File: src/rtl/swkey_pkg.sv
// ---------------------------------------------------------------------------
// swkey_pkg
// Shared types and constants for the switch/key input peripheral.
//   word_t                  32-bit bus word
//   swkey_addr_e            word register index on the CPU bus
//   SWKEY_DEBOUNCE_DEFAULT  default debounce length in clock cycles
// ---------------------------------------------------------------------------
package swkey_pkg;

  typedef logic [31:0] word_t;

  typedef enum logic [1:0] {
    SWKEY_SW   = 2'd0,
    SWKEY_KEY  = 2'd1,
    SWKEY_EDGE = 2'd2,
    SWKEY_MASK = 2'd3
  } swkey_addr_e;

  localparam int unsigned SWKEY_DEBOUNCE_DEFAULT = 500000;

endpackage

File: src/rtl/switch_key_port_if.sv
// ---------------------------------------------------------------------------
// switch_key_port_if
// CPU-side register bus of the switch/key peripheral.
//   chipSelect  peripheral select
//   read        read strobe, qualified by chipSelect
//   write       write strobe, qualified by chipSelect
//   address     word register index (swkey_addr_e)
//   writeData   write data word
//   readData    registered read data word
// Modports: master (CPU side), slave (peripheral side).
// ---------------------------------------------------------------------------
interface switch_key_port_if;
  import swkey_pkg::*;

  logic       chipSelect;
  logic       read;
  logic       write;
  logic [1:0] address;
  word_t      writeData;
  word_t      readData;

  modport master (
    output chipSelect, read, write, address, writeData,
    input  readData
  );

  modport slave (
    input  chipSelect, read, write, address, writeData,
    output readData
  );

endinterface

File: src/rtl/key_debouncer.sv
// ---------------------------------------------------------------------------
// key_debouncer
// Debounces one already-synchronised, active-low push-button level.
// A change is accepted only after DEBOUNCE_CYCLES consecutive cycles in which
// the synced level differs from the stable level; any bounce back restarts.
//   clk       system clock
//   rst       asynchronous active-low reset (stable level -> released)
//   i_level   synchronised key level (0 = pressed)
//   o_stable  debounced key level (0 = pressed)
//   o_press   one-cycle pulse, high on the edge where stable goes released->pressed
// ---------------------------------------------------------------------------
module key_debouncer
  import swkey_pkg::*;
#(
  parameter int unsigned DEBOUNCE_CYCLES = SWKEY_DEBOUNCE_DEFAULT
) (
  input  logic clk,
  input  logic rst,
  input  logic i_level,
  output logic o_stable,
  output logic o_press
);

  localparam int unsigned CW = (DEBOUNCE_CYCLES < 1) ? 1 : $clog2(DEBOUNCE_CYCLES + 1);
  // The counter is compared one short of the target so the stable update
  // lands on the edge where the count would reach DEBOUNCE_CYCLES; it never
  // actually stores that value, so it cannot wrap.
  localparam logic [CW-1:0] LAST = CW'(DEBOUNCE_CYCLES - 1);

  logic [CW-1:0] r_cnt;
  logic          r_stable;
  logic          w_diff;
  logic          w_accept;

  assign w_diff   = (i_level != r_stable);
  assign w_accept = w_diff && (r_cnt == LAST);

  always_ff @(posedge clk or negedge rst) begin
    if (!rst) begin
      r_cnt    <= '0;
      r_stable <= 1'b1;
    end else if (w_accept) begin
      r_stable <= i_level;
      r_cnt    <= '0;
    end else if (w_diff) begin
      r_cnt    <= r_cnt + 1'b1;
    end else begin
      r_cnt    <= '0;
    end
  end

  assign o_stable = r_stable;
  // Combinational so the edge register sets on the same clock edge as the
  // stable update.
  assign o_press  = w_accept && !i_level;

endmodule

File: src/rtl/switch_key_port.sv
// ---------------------------------------------------------------------------
// switch_key_port
// Memory-mapped input peripheral: synchronised slide switches, debounced
// push-buttons and latched button-press edges, read over a word register bus.
//   clk   system clock
//   rst   asynchronous active-low reset
//   bus   register bus (switch_key_port_if.slave)
//   sw    raw slide switches, asynchronous, 1 = on
//   key   raw push-buttons, asynchronous, 0 = pressed
//   irq   level interrupt, only when SWKEY_IRQ_EN is defined
// Register map: 0 SW (RO), 1 KEY (RO, 1 = pressed), 2 EDGE (W1C),
//               3 MASK (RW with SWKEY_IRQ_EN, otherwise reads 0).
// Optional feature macro: SWKEY_IRQ_EN (adds irq port and MASK register).
// ---------------------------------------------------------------------------
module switch_key_port
  import swkey_pkg::*;
#(
  parameter int unsigned N_SW            = 10,
  parameter int unsigned N_KEY           = 4,
  parameter int unsigned DEBOUNCE_CYCLES = SWKEY_DEBOUNCE_DEFAULT
) (
  input  logic              clk,
  input  logic              rst,
  switch_key_port_if.slave  bus,
  input  logic [N_SW-1:0]   sw,
  input  logic [N_KEY-1:0]  key
`ifdef SWKEY_IRQ_EN
  ,
  output logic              irq
`endif
);

  logic [N_SW-1:0]  r_sw_meta;
  logic [N_SW-1:0]  r_sw_sync;
  logic [N_KEY-1:0] r_key_meta;
  logic [N_KEY-1:0] r_key_sync;
  logic [N_KEY-1:0] r_edge;
  word_t            r_rdata;

  logic [N_KEY-1:0] w_stable;
  logic [N_KEY-1:0] w_press;
  logic [N_KEY-1:0] w_clr;
  logic             w_rd;
  logic             w_wr;
  word_t            w_rdata;
  logic             w_unused_wdata;

  // Only the low N_KEY bits of writeData are meaningful.
  assign w_unused_wdata = ^bus.writeData;

  // Two-flop synchronisers; keys reset to released (all ones).
  always_ff @(posedge clk or negedge rst) begin
    if (!rst) begin
      r_sw_meta  <= '0;
      r_sw_sync  <= '0;
      r_key_meta <= '1;
      r_key_sync <= '1;
    end else begin
      r_sw_meta  <= sw;
      r_sw_sync  <= r_sw_meta;
      r_key_meta <= key;
      r_key_sync <= r_key_meta;
    end
  end

  genvar gi;
  generate
    for (gi = 0; gi < int'(N_KEY); gi++) begin : g_key
      key_debouncer #(
        .DEBOUNCE_CYCLES (DEBOUNCE_CYCLES)
      ) u_debouncer (
        .clk      (clk),
        .rst      (rst),
        .i_level  (r_key_sync[gi]),
        .o_stable (w_stable[gi]),
        .o_press  (w_press[gi])
      );
    end
  endgenerate

  assign w_rd  = bus.chipSelect && bus.read;
  assign w_wr  = bus.chipSelect && bus.write;
  assign w_clr = (w_wr && (bus.address == SWKEY_EDGE)) ? bus.writeData[N_KEY-1:0] : '0;

  // A press arriving on the same edge as a clear of that bit wins.
  always_ff @(posedge clk or negedge rst) begin
    if (!rst) begin
      r_edge <= '0;
    end else begin
      r_edge <= (r_edge & ~w_clr) | w_press;
    end
  end

`ifdef SWKEY_IRQ_EN
  logic [N_KEY-1:0] r_mask;
  logic             r_irq;

  always_ff @(posedge clk or negedge rst) begin
    if (!rst) begin
      r_mask <= '0;
      r_irq  <= 1'b0;
    end else begin
      if (w_wr && (bus.address == SWKEY_MASK)) begin
        r_mask <= bus.writeData[N_KEY-1:0];
      end
      r_irq <= |(r_edge & r_mask);
    end
  end

  assign irq = r_irq;
`endif

  always_comb begin
    w_rdata = '0;
    case (bus.address)
      SWKEY_SW:   w_rdata[N_SW-1:0]  = r_sw_sync;
      SWKEY_KEY:  w_rdata[N_KEY-1:0] = ~w_stable;
      SWKEY_EDGE: w_rdata[N_KEY-1:0] = r_edge;
      SWKEY_MASK: begin
`ifdef SWKEY_IRQ_EN
        w_rdata[N_KEY-1:0] = r_mask;
`endif
      end
      default:    w_rdata = '0;
    endcase
  end

  // Reads sample the registers before this edge's writes take effect.
  always_ff @(posedge clk or negedge rst) begin
    if (!rst) begin
      r_rdata <= '0;
    end else if (w_rd) begin
      r_rdata <= w_rdata;
    end
  end

  assign bus.readData = r_rdata;

endmodule
File: src/flat_wrapper.sv
// flat-port wrapper written by rule: the top's interface ports become plain ports
module switch_key_port_flat import swkey_pkg::*;
#(
  parameter int unsigned N_SW            = 10,
  parameter int unsigned N_KEY           = 4,
  parameter int unsigned DEBOUNCE_CYCLES = SWKEY_DEBOUNCE_DEFAULT
)
  (clk, rst, sw, key, bus_chipSelect, bus_read, bus_write, bus_address, bus_writeData, bus_readData);
  switch_key_port_if bus_i ();
  input  logic clk;
  input  logic rst;
  input  logic [N_SW-1:0] sw;
  input  logic [N_KEY-1:0] key;
  input wire logic [$bits(bus_i.chipSelect)-1:0] bus_chipSelect;
  input wire logic [$bits(bus_i.read)-1:0] bus_read;
  input wire logic [$bits(bus_i.write)-1:0] bus_write;
  input wire logic [$bits(bus_i.address)-1:0] bus_address;
  input wire logic [$bits(bus_i.writeData)-1:0] bus_writeData;
  output wire logic [$bits(bus_i.readData)-1:0] bus_readData;
  assign bus_i.chipSelect = bus_chipSelect;
  assign bus_i.read = bus_read;
  assign bus_i.write = bus_write;
  assign bus_i.address = bus_address;
  assign bus_i.writeData = bus_writeData;
  assign bus_readData = bus_i.readData;
  switch_key_port #(.N_SW(N_SW), .N_KEY(N_KEY), .DEBOUNCE_CYCLES(DEBOUNCE_CYCLES)) u_core (.clk(clk), .rst(rst), .bus(bus_i), .sw(sw), .key(key));
endmodule
File: config.mk
export PLATFORM = sky130hd
export DESIGN_NAME = switch_key_port_flat
export DESIGN_NICKNAME = d
export VERILOG_FILES = /design/src/rtl/swkey_pkg.sv /design/src/rtl/switch_key_port_if.sv /design/src/rtl/key_debouncer.sv /design/src/rtl/switch_key_port.sv /design/src/flat_wrapper.sv
export SDC_FILE = /design/constraint.sdc
export NUM_CORES = 1
export LEC_CHECK = 0
export CAP_MARGIN = 10
export CORE_ASPECT_RATIO = 1.4
export CORE_MARGIN = 8
export CORE_UTILIZATION = 35
export CTS_CLUSTER_DIAMETER = 150
export DETAILED_ROUTE_END_ITERATION = 12
export GPL_TIMING_DRIVEN = 0
export SLEW_MARGIN = 10
export SYNTH_ARGS = -nofsm -noshare
export SYNTH_HDL_FRONTEND = slang
export SYNTH_SLANG_ARGS = --single-unit
File: constraint.sdc
create_clock -name clk -period 2.7 [get_ports clk]
set_clock_uncertainty 0.2 [all_clocks]
set_input_delay 0.54 -clock clk [delete_from_list [all_inputs] [get_ports clk]]
set_output_delay 0.54 -clock clk [all_outputs]
set_load 0.02 [all_outputs]
==> metrics <==
CP Class register to register; VDD IR-drop max 0.407 mV; crit path max-delay cell type or4_1; crit-path max cell delay 510 ps; CTS buffer count 17; I/O pin cnt 85; # rows 54; DRC viols 0; Detail Route Antenna Nets 0; hold depth 0; HP Class register to register; setup repair after global routing missed its margin false; Worst Setup Start Kind register; crit path capture type register; antenna violations before repair 0; Core Area 15,600 sq um; cell depth of the worst flop-to-flop path 6; Buffers & Inverters on Critical Path 1; Fmax 417 MHz; PortBufs 34; max-cap viol count 0; synthesized cell area 5580 sq um; DP Worst Slack 186 ps; final estimated routing congestion in global placement 0.816; Finished Layout Cells 800; Die Area 20,300 sq um; # setup viols final 0; CP delay by family, top simple AND/OR/NAND/NOR gates; CP arrival 2490 ps; commonest non-fill, non-tap cells in the layout dfrtp_1, nor2_1, xnor2_1; PostCTS Resize Cnt 0; Inserted Diodes 0; Syn Area/Cell 10.8 sq um; Synth Instances 515; Crit. Startpoint u_core.g_key[1].u_debouncer.r_cnt[0]$_DFF_PN0_; Starting Density 0.357; HPWL after DPL 7830 um; total number of vias 3,907; top_reg_cell synth dfrtp_1; layout cells sized above 1 0.151; die width 123 um; WL/cell 13.9 um; total iterations of the first detailed-routing run 4; Chip Height 165 um; Area Overhead vs Synth 23.6%; headroom to the max-slew limit 0.429; worst-margin pin slew 849 ps; ys async rst share 1.00; 1st-iter DRT viols 117; CTS clk-pin slew, worst paths 60 ps; commonest non-fill, non-tap cell in the layout dfrtp_1; Bufs on Longest Clock Path 2; total power 4.51 mW; CTS tree done; vias per cell 4.88; drt total wl 11,100 um; number of global-route vias before repair 3,942; status completed; Post-Place Cells 767; maximum number of pins on one net before global-route repair 79; Yosys reg bits 122; CP Max Fanout 10; Warnings, synthesis 0; first-pass GRT wire length 18,900 um; Final Util 0.442; min Tclk post-route 2400 ps; Post-synth EDFFs 0; max-slew violation count 0; clock root cell clkbuf_16; Final Hold Vio Count 0; Worst-Skew Late Latency 410 ps; register area share after synthesis 0.550; Remaining Overflow, GRT 0; H-Tree Depth 4; Period Utilization, post-route 0.889; WP depth 6; final worst slack 301 ps; crit-path cells ha_1 > nand3_1 > or4_1 > o21ai_2 > buf_4 > nor2_1; Yosys cell types 46; PD cells 655 nW/um^2; CTS Sinks 122; LEAKAGE 2.90 nW; Critical Path RT 2790 ps; reg2reg start u_core.g_key[1].u_debouncer.r_cnt[0]$_DFF_PN0_; GRT Total Usage 0.118; hold path start u_core.r_sw_meta[9]$_DFF_PN0_; nets@finish 648
report_power, final:
part	internal (mW)	switching, mW
registers	1.89	0.0381
clock network	1.48	0.833
logic	0.119	0.153
total	3.49	1.02
synth_stat cells (5+ instances only):
| cell type | count | share of area |
|---|---|---|
| dfrtp_1 | 110 | 0.49 |
| nor2_1 | 76 | 0.051 |
| xnor2_1 | 39 | 0.061 |
| nand2_1 | 29 | 0.020 |
| nand4_1 | 25 | 0.028 |
| xor2_1 | 24 | 0.038 |
| buf_4 | 23 | 0.031 |
| nor4_1 | 21 | 0.024 |
| nand3_1 | 20 | 0.018 |
| inv_1 | 18 | 0.012 |
| a21oi_1 | 17 | 0.015 |
| dfstp_2 | 12 | 0.057 |
| nor3_1 | 11 | 0.0099 |
| o21ai_0 | 10 | 0.0090 |
| nand2b_1 | 9 | 0.010 |
| a22o_1 | 6 | 0.0094 |
| or3_1 | 6 | 0.0067 |
| and4_1 | 5 | 0.0079 |
worst paths after layout:
kind / slack [ps] / end
setup / recovery: 300 / u_core.g_key[1].u_debouncer.r_cnt[8]$_DFF_PN0_
hold / removal: 150 / u_core.r_sw_sync[9]$_DFF_PN0_
setup reg to reg: 300 / u_core.g_key[1].u_debouncer.r_cnt[8]$_DFF_PN0_
hold reg to reg: 150 / u_core.r_sw_sync[9]$_DFF_PN0_
max in group asynchronous: 1120 / u_core.g_key[2].u_debouncer.o_stable$_DFFE_PN1P_
min in group asynchronous: 410 / u_core.g_key[3].u_debouncer.r_cnt[0]$_DFF_PN0_
sequential cells by signal (all words and copies together) (netlist names):
signal,cells
u_core.bus.readData,10
u_core.r_key_sync,4
u_core.r_sw_meta,10
u_core.r_key_meta,4
u_core.g_key.u_debouncer.o_stable,4
u_core.r_sw_sync,10
u_core.g_key.u_debouncer.r_cnt,76
u_core.r_edge,4
per-stage QoR:
step / setup TNS, ps / cell area (sq um) / hold WS [ps]
after CTS: 0 / 6890 / 148
after global placement: -432870 / 6240 / 134
after floorplan: 0 / 5660 / 44.4
after global routing: 0 / 6890 / 155
after detailed placement: 0 / 6270 / 136
final: 0 / 6890 / 147
cell type report:
class	count	area, sq um
flip-flops and latches	122	3070
inverters	18	67.6
repair buffers	36	379
clock buffers	19	443
clock inverters	13	169
multi-input cells	366	2300
plain buffers	30	218
well taps	196	245
fillers	1458	8720
cell families (layout without fill, tap and decap cells):
group                    count (synthesis)  count (layout)  synth area share
XOR/XNOR                                63              63            0.0989
AND/OR/NAND/NOR                        229             229             0.220
other                                    1              22          0.000672
buffers and inverters                   48             116            0.0512
AO/OA/AOI/OAI                           43              43            0.0601
multiplexers                             5               5           0.00987
flip-flops                             122             122             0.550
adder cells (fa/ha/maj)                  4               4           0.00898
what timing repair did:
item,4_1_cts,5_1_grt
hold buffers,1,0
buffers inserted,0,0
hold endpoints to repair,42,0
routing by layer:
| layer | GRT usage | share of wire | vias up |
|---|---|---|---|
| met2 | 0.198 | 0.49 | 81 |
| met3 | 0.0320 | 0.048 | 20 |
| met1 | 0.136 | 0.44 | 1885 |
| met4 | 0.0617 | 0.022 | 0 |
| met5 | 0 | 0 | - |
| li1 | - | - | 1921 |
(Power assumes the default switching activity.)
